==> config.mk <==
export PLATFORM = sky130hd
export DESIGN_NAME = dropout_stream_unit
export DESIGN_NICKNAME = d
export VERILOG_FILES = /design/src/rtl/dropout_pkg.sv /design/src/rtl/dropout_stream_unit_lfsr.sv /design/src/rtl/dropout_stream_unit.sv
export SDC_FILE = /design/constraint.sdc
export NUM_CORES = 1
export LEC_CHECK = 0
export ABC_AREA = 0
export BUFFER_PORTS_ARGS = -buffer_cell sky130_fd_sc_hd__clkbuf_2
export CORE_ASPECT_RATIO = 1.75
export CORE_MARGIN = 2
export CORE_UTILIZATION = 56
export CTS_CLUSTER_SIZE = 24
export DETAILED_ROUTE_END_ITERATION = 6
export PLACE_DENSITY = 0.84
export SLEW_MARGIN = 20
export SYNTH_ARGS = -nofsm -noshare
export SYNTH_HDL_FRONTEND = slang
export SYNTH_SLANG_ARGS = --single-unit
==> constraint.sdc <==
create_clock -name clk -period 6.4 [get_ports clk]
set_input_delay 0.32 -clock clk [delete_from_list [all_inputs] [get_ports clk]]
set_output_delay 0.32 -clock clk [all_outputs]
set_load 0.02 [all_outputs]
==> src/rtl/dropout_pkg.sv <==
// Shared constants and helpers for the dropout stream unit.
package dropout_pkg;

    localparam logic        MODE_BYPASS  = 1'b0;
    localparam logic        MODE_DROP    = 1'b1;
    localparam logic [15:0] LFSR16_TAPS  = 16'hB400;
    localparam logic [15:0] DEFAULT_SEED = 16'hACE1;

    function automatic logic [4:0] popcount(input logic [15:0] v);
        logic [4:0] n;
        n = '0;
        for (int i = 0; i < 16; i++) begin
            n = n + {4'd0, v[i]};
        end
        return n;
    endfunction

endpackage

==> src/rtl/dropout_stream_unit_lfsr.sv <==
// Galois right-shift LFSR with seed load; load wins over advance, and a zero seed
// falls back to SEED so the lock-up state is never entered.
module lfsr_galois
    import dropout_pkg::*;
#(
    parameter int             W    = 16,
    parameter logic [W-1:0]   TAPS = W'(LFSR16_TAPS),
    parameter logic [W-1:0]   SEED = W'(DEFAULT_SEED)
) (
    input  logic         clk,
    input  logic         rst_n,
    input  logic         en,
    input  logic         load,
    input  logic [W-1:0] load_val,
    output logic [W-1:0] state
);

    logic [W-1:0] state_q, state_d;

    always_comb begin
        state_d = state_q;
        if (load) begin
            state_d = (load_val == '0) ? SEED : load_val;
        end else if (en) begin
            state_d = (state_q >> 1) ^ (state_q[0] ? TAPS : '0);
        end
    end

    always_ff @(posedge clk) begin
        if (!rst_n) state_q <= SEED;
        else        state_q <= state_d;
    end

    assign state = state_q;

endmodule

==> src/rtl/dropout_stream_unit.sv <==
// LFSR-driven per-lane dropout on a valid/ready stream with one output register
// stage and a saturating count of dropped lanes.
module dropout_stream_unit
    import dropout_pkg::*;
#(
    parameter int                LANES  = 8,
    parameter int                LFSR_W = 16,
    parameter int                PROB_W = 8,
    parameter logic [LFSR_W-1:0] SEED   = LFSR_W'(DEFAULT_SEED),
    parameter int                CNT_W  = 16
) (
    input  logic              clk,
    input  logic              rst_n,
    input  logic              ena,
    input  logic              cfg_mode,
    input  logic [PROB_W-1:0] cfg_prob,
    input  logic              seed_load,
    input  logic [LFSR_W-1:0] seed_val,
    input  logic              in_valid,
    output logic              in_ready,
    input  logic [LANES-1:0]  in_data,
    output logic              out_valid,
    input  logic              out_ready,
    output logic [LANES-1:0]  out_data,
    output logic [LANES-1:0]  out_mask,
    output logic [CNT_W-1:0]  drop_count
);

    localparam logic [CNT_W-1:0] CNT_MAX = {CNT_W{1'b1}};

    logic [LFSR_W-1:0] lfsr;
    logic              accept;
    logic [LANES-1:0]  lane_mask, drop_lanes;
    logic [4:0]        drops;
    logic [CNT_W+4:0]  cnt_sum;

    logic              out_valid_q, out_valid_d;
    logic [LANES-1:0]  out_data_q, out_data_d;
    logic [LANES-1:0]  out_mask_q, out_mask_d;
    logic [CNT_W-1:0]  cnt_q, cnt_d;

    function automatic logic [PROB_W-1:0] lane_slice(input logic [LFSR_W-1:0] x, input int n);
        logic [LFSR_W-1:0] r;
        r = (x << n) | (x >> (LFSR_W - n));
        return r[PROB_W-1:0];
    endfunction

    assign in_ready = rst_n & ena & ~seed_load & (~out_valid_q | out_ready);
    assign accept   = in_valid & in_ready;

    lfsr_galois #(
        .W    (LFSR_W),
        .TAPS (LFSR_W'(LFSR16_TAPS)),
        .SEED (SEED)
    ) u_lfsr (
        .clk      (clk),
        .rst_n    (rst_n),
        .en       (accept & (cfg_mode == MODE_DROP)),
        .load     (ena & seed_load),
        .load_val (seed_val),
        .state    (lfsr)
    );

    always_comb begin
        lane_mask = '0;
        for (int i = 0; i < LANES; i++) begin
            lane_mask[i] = (cfg_mode == MODE_BYPASS) || (lane_slice(lfsr, i) >= cfg_prob);
        end
    end

    // Headroom of 5 extra bits covers up to 16 drops added to a full counter.
    assign drop_lanes = ~lane_mask;
    assign drops      = popcount(16'(drop_lanes));
    assign cnt_sum    = {5'd0, cnt_q} + (CNT_W+5)'(drops);

    always_comb begin
        out_valid_d = out_valid_q;
        out_data_d  = out_data_q;
        out_mask_d  = out_mask_q;
        cnt_d       = cnt_q;
        if (accept) begin
            out_valid_d = 1'b1;
            out_data_d  = in_data & lane_mask;
            out_mask_d  = lane_mask;
            cnt_d       = (cnt_sum > (CNT_W+5)'(CNT_MAX)) ? CNT_MAX : cnt_sum[CNT_W-1:0];
        end else if (ena && out_valid_q && out_ready) begin
            out_valid_d = 1'b0;
        end
    end

    always_ff @(posedge clk) begin
        if (!rst_n) begin
            out_valid_q <= 1'b0;
            out_data_q  <= '0;
            out_mask_q  <= '0;
            cnt_q       <= '0;
        end else begin
            out_valid_q <= out_valid_d;
            out_data_q  <= out_data_d;
            out_mask_q  <= out_mask_d;
            cnt_q       <= cnt_d;
        end
    end

    assign out_valid  = out_valid_q;
    assign out_data   = out_data_q;
    assign out_mask   = out_mask_q;
    assign drop_count = cnt_q;

endmodule

==> metrics, run 1 <==
crit path from u_lfsr.state[0]; Crit Path Max Fanout 7; FFs w/ async S/R, synth 0; # hold bufs at CTS 0; final instance area 4360 µm²; FMAX 183 MHz; latest clock arrival within the worst-skew pair 290 ps; total core area 6540 µm²; Total GRT Usage 0.279; hold path depth 3; RSZ-0062 raised after global routing false; Worst Setup Start Kind flip-flop; worst ir drop on vdd 0.000208 V; Fin. Hold Viols 0; FF-to-FF path depth 19; Final Setup Violations 0; Num CTS Buffers 5; clk buf depth 2; largest net degree at the start of global routing 34; Initial DRC Count 152; CTS sink cnt 49; Detail Placement HPWL 7750 µm; clk root buf clkbuf_16; status finished clean; final worst setup slack 921 ps; die extent in y 113 µm; CP delay by family, top adder cells; Worst Hold Launch in_data[4]; Worst path slowest cell a2111oi_4; Total Power 0.000894 W; Max-Cap Viols 0; final worst-path cycle share 0.856; actual slew at the worst max-slew pin 1010 ps; antenna violations before repair 0; Reg-to-Reg End drop_count[14]; Starting Density 0.578; commonest non-fill, non-tap cell in the layout clkbuf_2; CTS H-Tree Depth 2; Syn Nets 542; ANT nets after route 0; total gr overflow 0; number of global-route vias before repair 3,508; buffers and inverters on the worst path 4; minimum clock period after layout 5480 ps; Post-Route WL 10,100 µm; critical-path cell list inv_1 > ha_1 > nand2b_4 > a2111oi_2 > o31ai_1 > a2111oi_4 > fa_1 > inv_1 > fa_1 > fa_1 > inv_1 > fa_1 > inv_1 > fa_1 > nand2b_1 > a21oi_1 > and3_1 > a31oi_1 > a311oi_1; die area 7450 µm²; leakage power 2.12 nW; Place WS 851 ps; Post-synth top flop dfxtp_1; Post-CTS Setup Bufs 0; buffers added on ports 72; detailed-route vias per instance 6.14; Yosys top cell by area dfxtp_1; share of layout cells above drive strength 1 0.194; fillers 563; share of Yosys cell area claimed by the top area cell type 0.260; Critical R2R Launch u_lfsr.state[0]; cell count after synthesis 428; slew margin rel. 0.326; hold endpoint out_data[4]; leading post-synthesis cells by cell area dfxtp_1 26%, ha_1 23%, o21ai_0 6.2%, a21oi_1 4.5%, nand3_1 3.6%; global-route wire length before repair 16,300 µm; Setup TNS 0 ps; Unique masters post-synth 45; Clock Skew 5.47 ps; total number of vias 3,544; Rows 39; Avg WL per Cell 17.6 µm; DRT Pass-1 Iters 4; syn avg cell area 8.83 µm²; Largest stage delay, worst path 500 ps; Nets 608; Post-synth EDFFs 0; WP data required 6600 ps; worst hold-check path type in2reg; post-cts gate resize count 0; Ys Warns 0; placed inst area 4190 µm²; Pins Over Slew Limit 0; Worst-path clk slew 70 ps; Die W 66.1 µm; register area share after synthesis 0.260; mapped cell area 3780 µm²; IO Count 73; DRC 0; Yosys reg bits 49; Final GP Congestion 0.864; # diodes 0; CTS tree done; Pwr Density 205 nW/µm²; most frequent cells in the layout 72 x clkbuf_2, 70 x ha_1, 49 x dfxtp_1; R2R setup slack 920 ps; area delta synth->final 15.5%; Setup Crit Path Kind reg2reg; crit-path most repeated cell fa_1; WP data arrival 5680 ps; Critical Path End Type flip-flop
[synthesized netlist by cell type (all sizes together), types with 5 or more instances]
cell type,instances
nand2b,9
o2111ai,6
nand3b,6
nand3,27
a31oi,6
ha,70
o22ai,8
inv,28
buf,7
o21ai,49
nand2,15
a21o,6
and2,5
or4b,6
clkbuf,9
and3,7
nand4,7
xor2,8
dfxtp,49
nor3,8
mux2i,8
a21oi,35
fa,5
a211oi,8
nor2,10
[per-layer routing]
layer  vias to the layer above  track usage  part of all wire  wire length, µm
met4                         0        0.103             0.025              256
li1                       1732            -                 -                -
met3                        21       0.0431             0.040              407
met1                      1685        0.293              0.37             3730
met5                         -            0                 0                0
met2                       106        0.533              0.57             5750
[kinds of logic (layout without fill, tap and decap cells)]
kind of cell | Yosys count | count (layout) | share of synthesized area
and+or+nand+nor | 112 | 112 | 0.172
DFF | 49 | 49 | 0.260
xor gates and xnor gates | 9 | 9 | 0.0209
adders and majority gates | 75 | 75 | 0.258
muxes | 8 | 8 | 0.0212
buffers and inverters | 44 | 111 | 0.0473
AOI/OAI and AO/OA | 131 | 131 | 0.221
[registers in the layout, indices dropped and copies added (netlist names)]
register / flops
drop_count: 16
out_valid: 1
u_lfsr.state: 16
out_data: 8
out_mask: 8
[worst register-to-register path, stage by stage (launching register included)]
cell and delay (ps):
dfxtp_1 350, inv_1 50, ha_1 260, nand2b_4 140, a2111oi_2 340, o31ai_1 170, a2111oi_4 500, fa_1 480
inv_1 90, fa_1 410, fa_1 490, inv_1 110, fa_1 210, inv_1 60, fa_1 400, nand2b_1 170
a21oi_1 410, and3_1 330, a31oi_1 140, a311oi_1 270
[per-stage QoR]
step                hold WS (ps)   util  instances
finish                       253  0.667        577
global route                 281  0.667        577
CTS                          250  0.667        577
detailed placement           453  0.641        569
global placement             444  0.641        569
floorplan                    452      -        428
[power breakdown]
part	internal, W	total [W]	switching (W)
registers	0.000318	0.000333	0.0000158
logic	0.000106	0.000250	0.000144
clock network	0.000195	0.000311	0.000115
[final cells by class]
| type | count | area [µm²] | area share |
|---|---|---|---|
| well taps | 82 | 103 | 0.0235 |
| flip-flops and latches | 49 | 981 | 0.225 |
| clock buffers | 7 | 143 | 0.0327 |
| inverters | 28 | 105 | 0.0241 |
| clock inverters | 1 | 30.0 | 0.00688 |
| multi-input cells | 335 | 2620 | 0.600 |
| repair buffers | 75 | 383 | 0.0878 |
[worst max-delay path by stage]
stage / to / slack, ps / cells after the start
3_3_place_gp: drop_count[14] / 1020 / 19
2_1_floorplan: drop_count[14] / 1090 / 20
6_report: drop_count[14] / 920 / 19
3_5_place_dp: drop_count[14] / 850 / 19
5_1_grt: drop_count[14] / 580 / 19
4_1_cts: drop_count[14] / 910 / 19
No activity file was read; power rests on OpenSTA's default activity.
==> inputs of run 2 (changes only) <==
--- a/config.mk
+++ b/config.mk
@@ -8,7 +8,6 @@
 export ABC_AREA = 0
 export BUFFER_PORTS_ARGS = -buffer_cell sky130_fd_sc_hd__clkbuf_2
 export CORE_ASPECT_RATIO = 1.75
-export CORE_MARGIN = 2
 export CORE_UTILIZATION = 56
 export CTS_CLUSTER_SIZE = 24
 export DETAILED_ROUTE_END_ITERATION = 6
==> run 2 against run 1 <==
- flip-flop and latch count did not move
- critical endpoint unchanged
- highest routed layer unchanged
- worst setup slack improved by 90 ps
- cell count did not move
- sequential power barely moved
- power fell by 3.9%
- core utilization fell by 0.31 points
- die area fell by 4.7%
==> metrics, run 2 (synthesis results as in run 1) <==
status finished clean; Fin. Hold Viols 0; Seq pwr share 0.388; total number of vias 3,601; Worst Setup Start Kind flip-flop; Pint 0.000579 W; Die W 64.1 µm; crit path from u_lfsr.state[0]; post-cts gate resize count 0; share of layout cells above drive strength 1 0.196; total gr overflow 0; met1 Resource Use GR 0.302; commonest non-fill, non-tap cell in the layout clkbuf_2; placed inst area 4190 µm²; Largest stage delay, worst path 510 ps; met3 Usage GRT 0.0350; buffers added on ports 72; Final GP Congestion 0.848; clk root buf clkbuf_16; CP delay by family, top adder cells; worst ir drop on vdd 0.000189 V; Clock power frac 0.323; Reg-to-Reg End drop_count[14]; sw power 0.000280 W; Levels on crit path 19; actual slew at the worst max-slew pin 940 ps; Critical Path End Type flip-flop; WP data required 6600 ps; global-route wire length before repair 16,200 µm; Crit Path Max Fanout 7; clk buf depth 2; Rows 39; GRT Max-Usage Layer met2; Fin Hold WS 258 ps; most frequent cells in the layout 72 x clkbuf_2, 70 x ha_1, 49 x dfxtp_1; ANT nets after route 0; total core area 6540 µm²; Avg WL per Cell 17.2 µm; detailed-route vias per instance 6.24; Max-Cap Viols 0; Post-CTS Setup Bufs 0; critical path endpoint drop_count[14]; CTS sink cnt 49; Switching Fraction 0.326; RSZ-0062 raised after global routing false; # hold bufs at CTS 0; Clock Skew 8.93 ps; area delta synth->final 14.9%; CTS H-Tree Depth 2; largest net degree at the start of global routing 34; met2 GRT Util 0.529; buffers and inverters on the worst path 4; DRT Pass-1 Iters 4; Critical R2R Launch u_lfsr.state[0]; FF-to-FF path depth 19; post-layout util 0.664; Worst path slowest cell a2111oi_4; FMAX 186 MHz; leakage power 2.11 nW; Initial DRC Count 148; Pwr Density 198 nW/µm²; IO Count 73; Num CTS Buffers 5; worst hold-check path type in2reg; Setup TNS 0 ps; Starting Density 0.578; minimum clock period after layout 5390 ps; R2R setup slack 1010 ps; number of global-route vias before repair 3,609; Nets 608; final instance area 4340 µm²; fillers 561; critical-path cell list inv_1 > ha_1 > nand2b_4 > a2111oi_2 > o31ai_1 > a2111oi_4 > fa_1 > inv_1 > fa_1 > fa_1 > inv_1 > fa_1 > inv_1 > fa_1 > nand2b_1 > a21oi_1 > and3_1 > a31oi_1 > a311oi_1; Total GRT Usage 0.291; WP data arrival 5590 ps; Detail Placement HPWL 7690 µm; CTS tree done; Final Setup Violations 0; Setup Crit Path Kind reg2reg; slew margin rel. 0.373; # diodes 0; crit-path most repeated cell fa_1; Post-Route WL 9910 µm; Pins Over Slew Limit 0; Worst-path clk slew 70 ps; final worst-path cycle share 0.842; DRC 0; die area 7090 µm²; Comb power frac 0.289; antenna violations before repair 0; latest clock arrival within the worst-skew pair 300 ps; die extent in y 111 µm; Total Power 0.000859 W
==> run 2: metrics by stage <==
step                      setup slack (ps)  instances
after floorplan                       1090        428
after global placement                1020        569
after detailed placement               795        569
after CTS                             1010        577
after global routing                   707        577
final                                 1010        577
==> run 2: cell type report <==
class	count	area [µm²]	area share
multi-input combinational	335	2620	0.603
sequential	49	981	0.226
timing repair buffer	75	383	0.0882
clock buffer	6	139	0.0320
inverter	28	105	0.0242
tap	82	103	0.0236
clock inverter	2	13.8	0.00317
==> run 2: metal layers <==
layer	vias to the layer above	wire length, µm
met1	1724	3690
li1	1731	-
met5	-	0
met4	0	460
met2	107	5430
met3	39	327
==> run 2: worst min-delay path by stage <==
stage / from / end / cells past startpoint
after floorplan: seed_val[12] / u_lfsr.state[12] / 2
after global placement: out_mask[7] / out_mask[7] / 2
final: in_data[0] / out_data[0] / 3
after global routing: in_data[4] / out_data[4] / 3
after detailed placement: out_mask[7] / out_mask[7] / 2
after CTS: in_data[4] / out_data[4] / 3
==> run 2: power by group through the flow <==
| stage | registers (W) | logic (W) | clock network, W |
|---|---|---|---|
| floorplan | 0.000342 | 0.000166 | 0 |
| detailed placement | 0.000340 | 0.000245 | 0 |
| CTS | 0.000333 | 0.000249 | 0.000279 |
| global placement | 0.000340 | 0.000232 | 0 |
| finish | 0.000334 | 0.000248 | 0.000278 |
| global route | 0.000335 | 0.000282 | 0.000291 |
==> run 2: worst min-delay path: cells and delay by family <==
kind / cells / cell delay, ps
AO/OA/AOI/OAI: 1 / 50
buffers and inverters: 1 / 80
AND/OR/NAND/NOR: 1 / 60
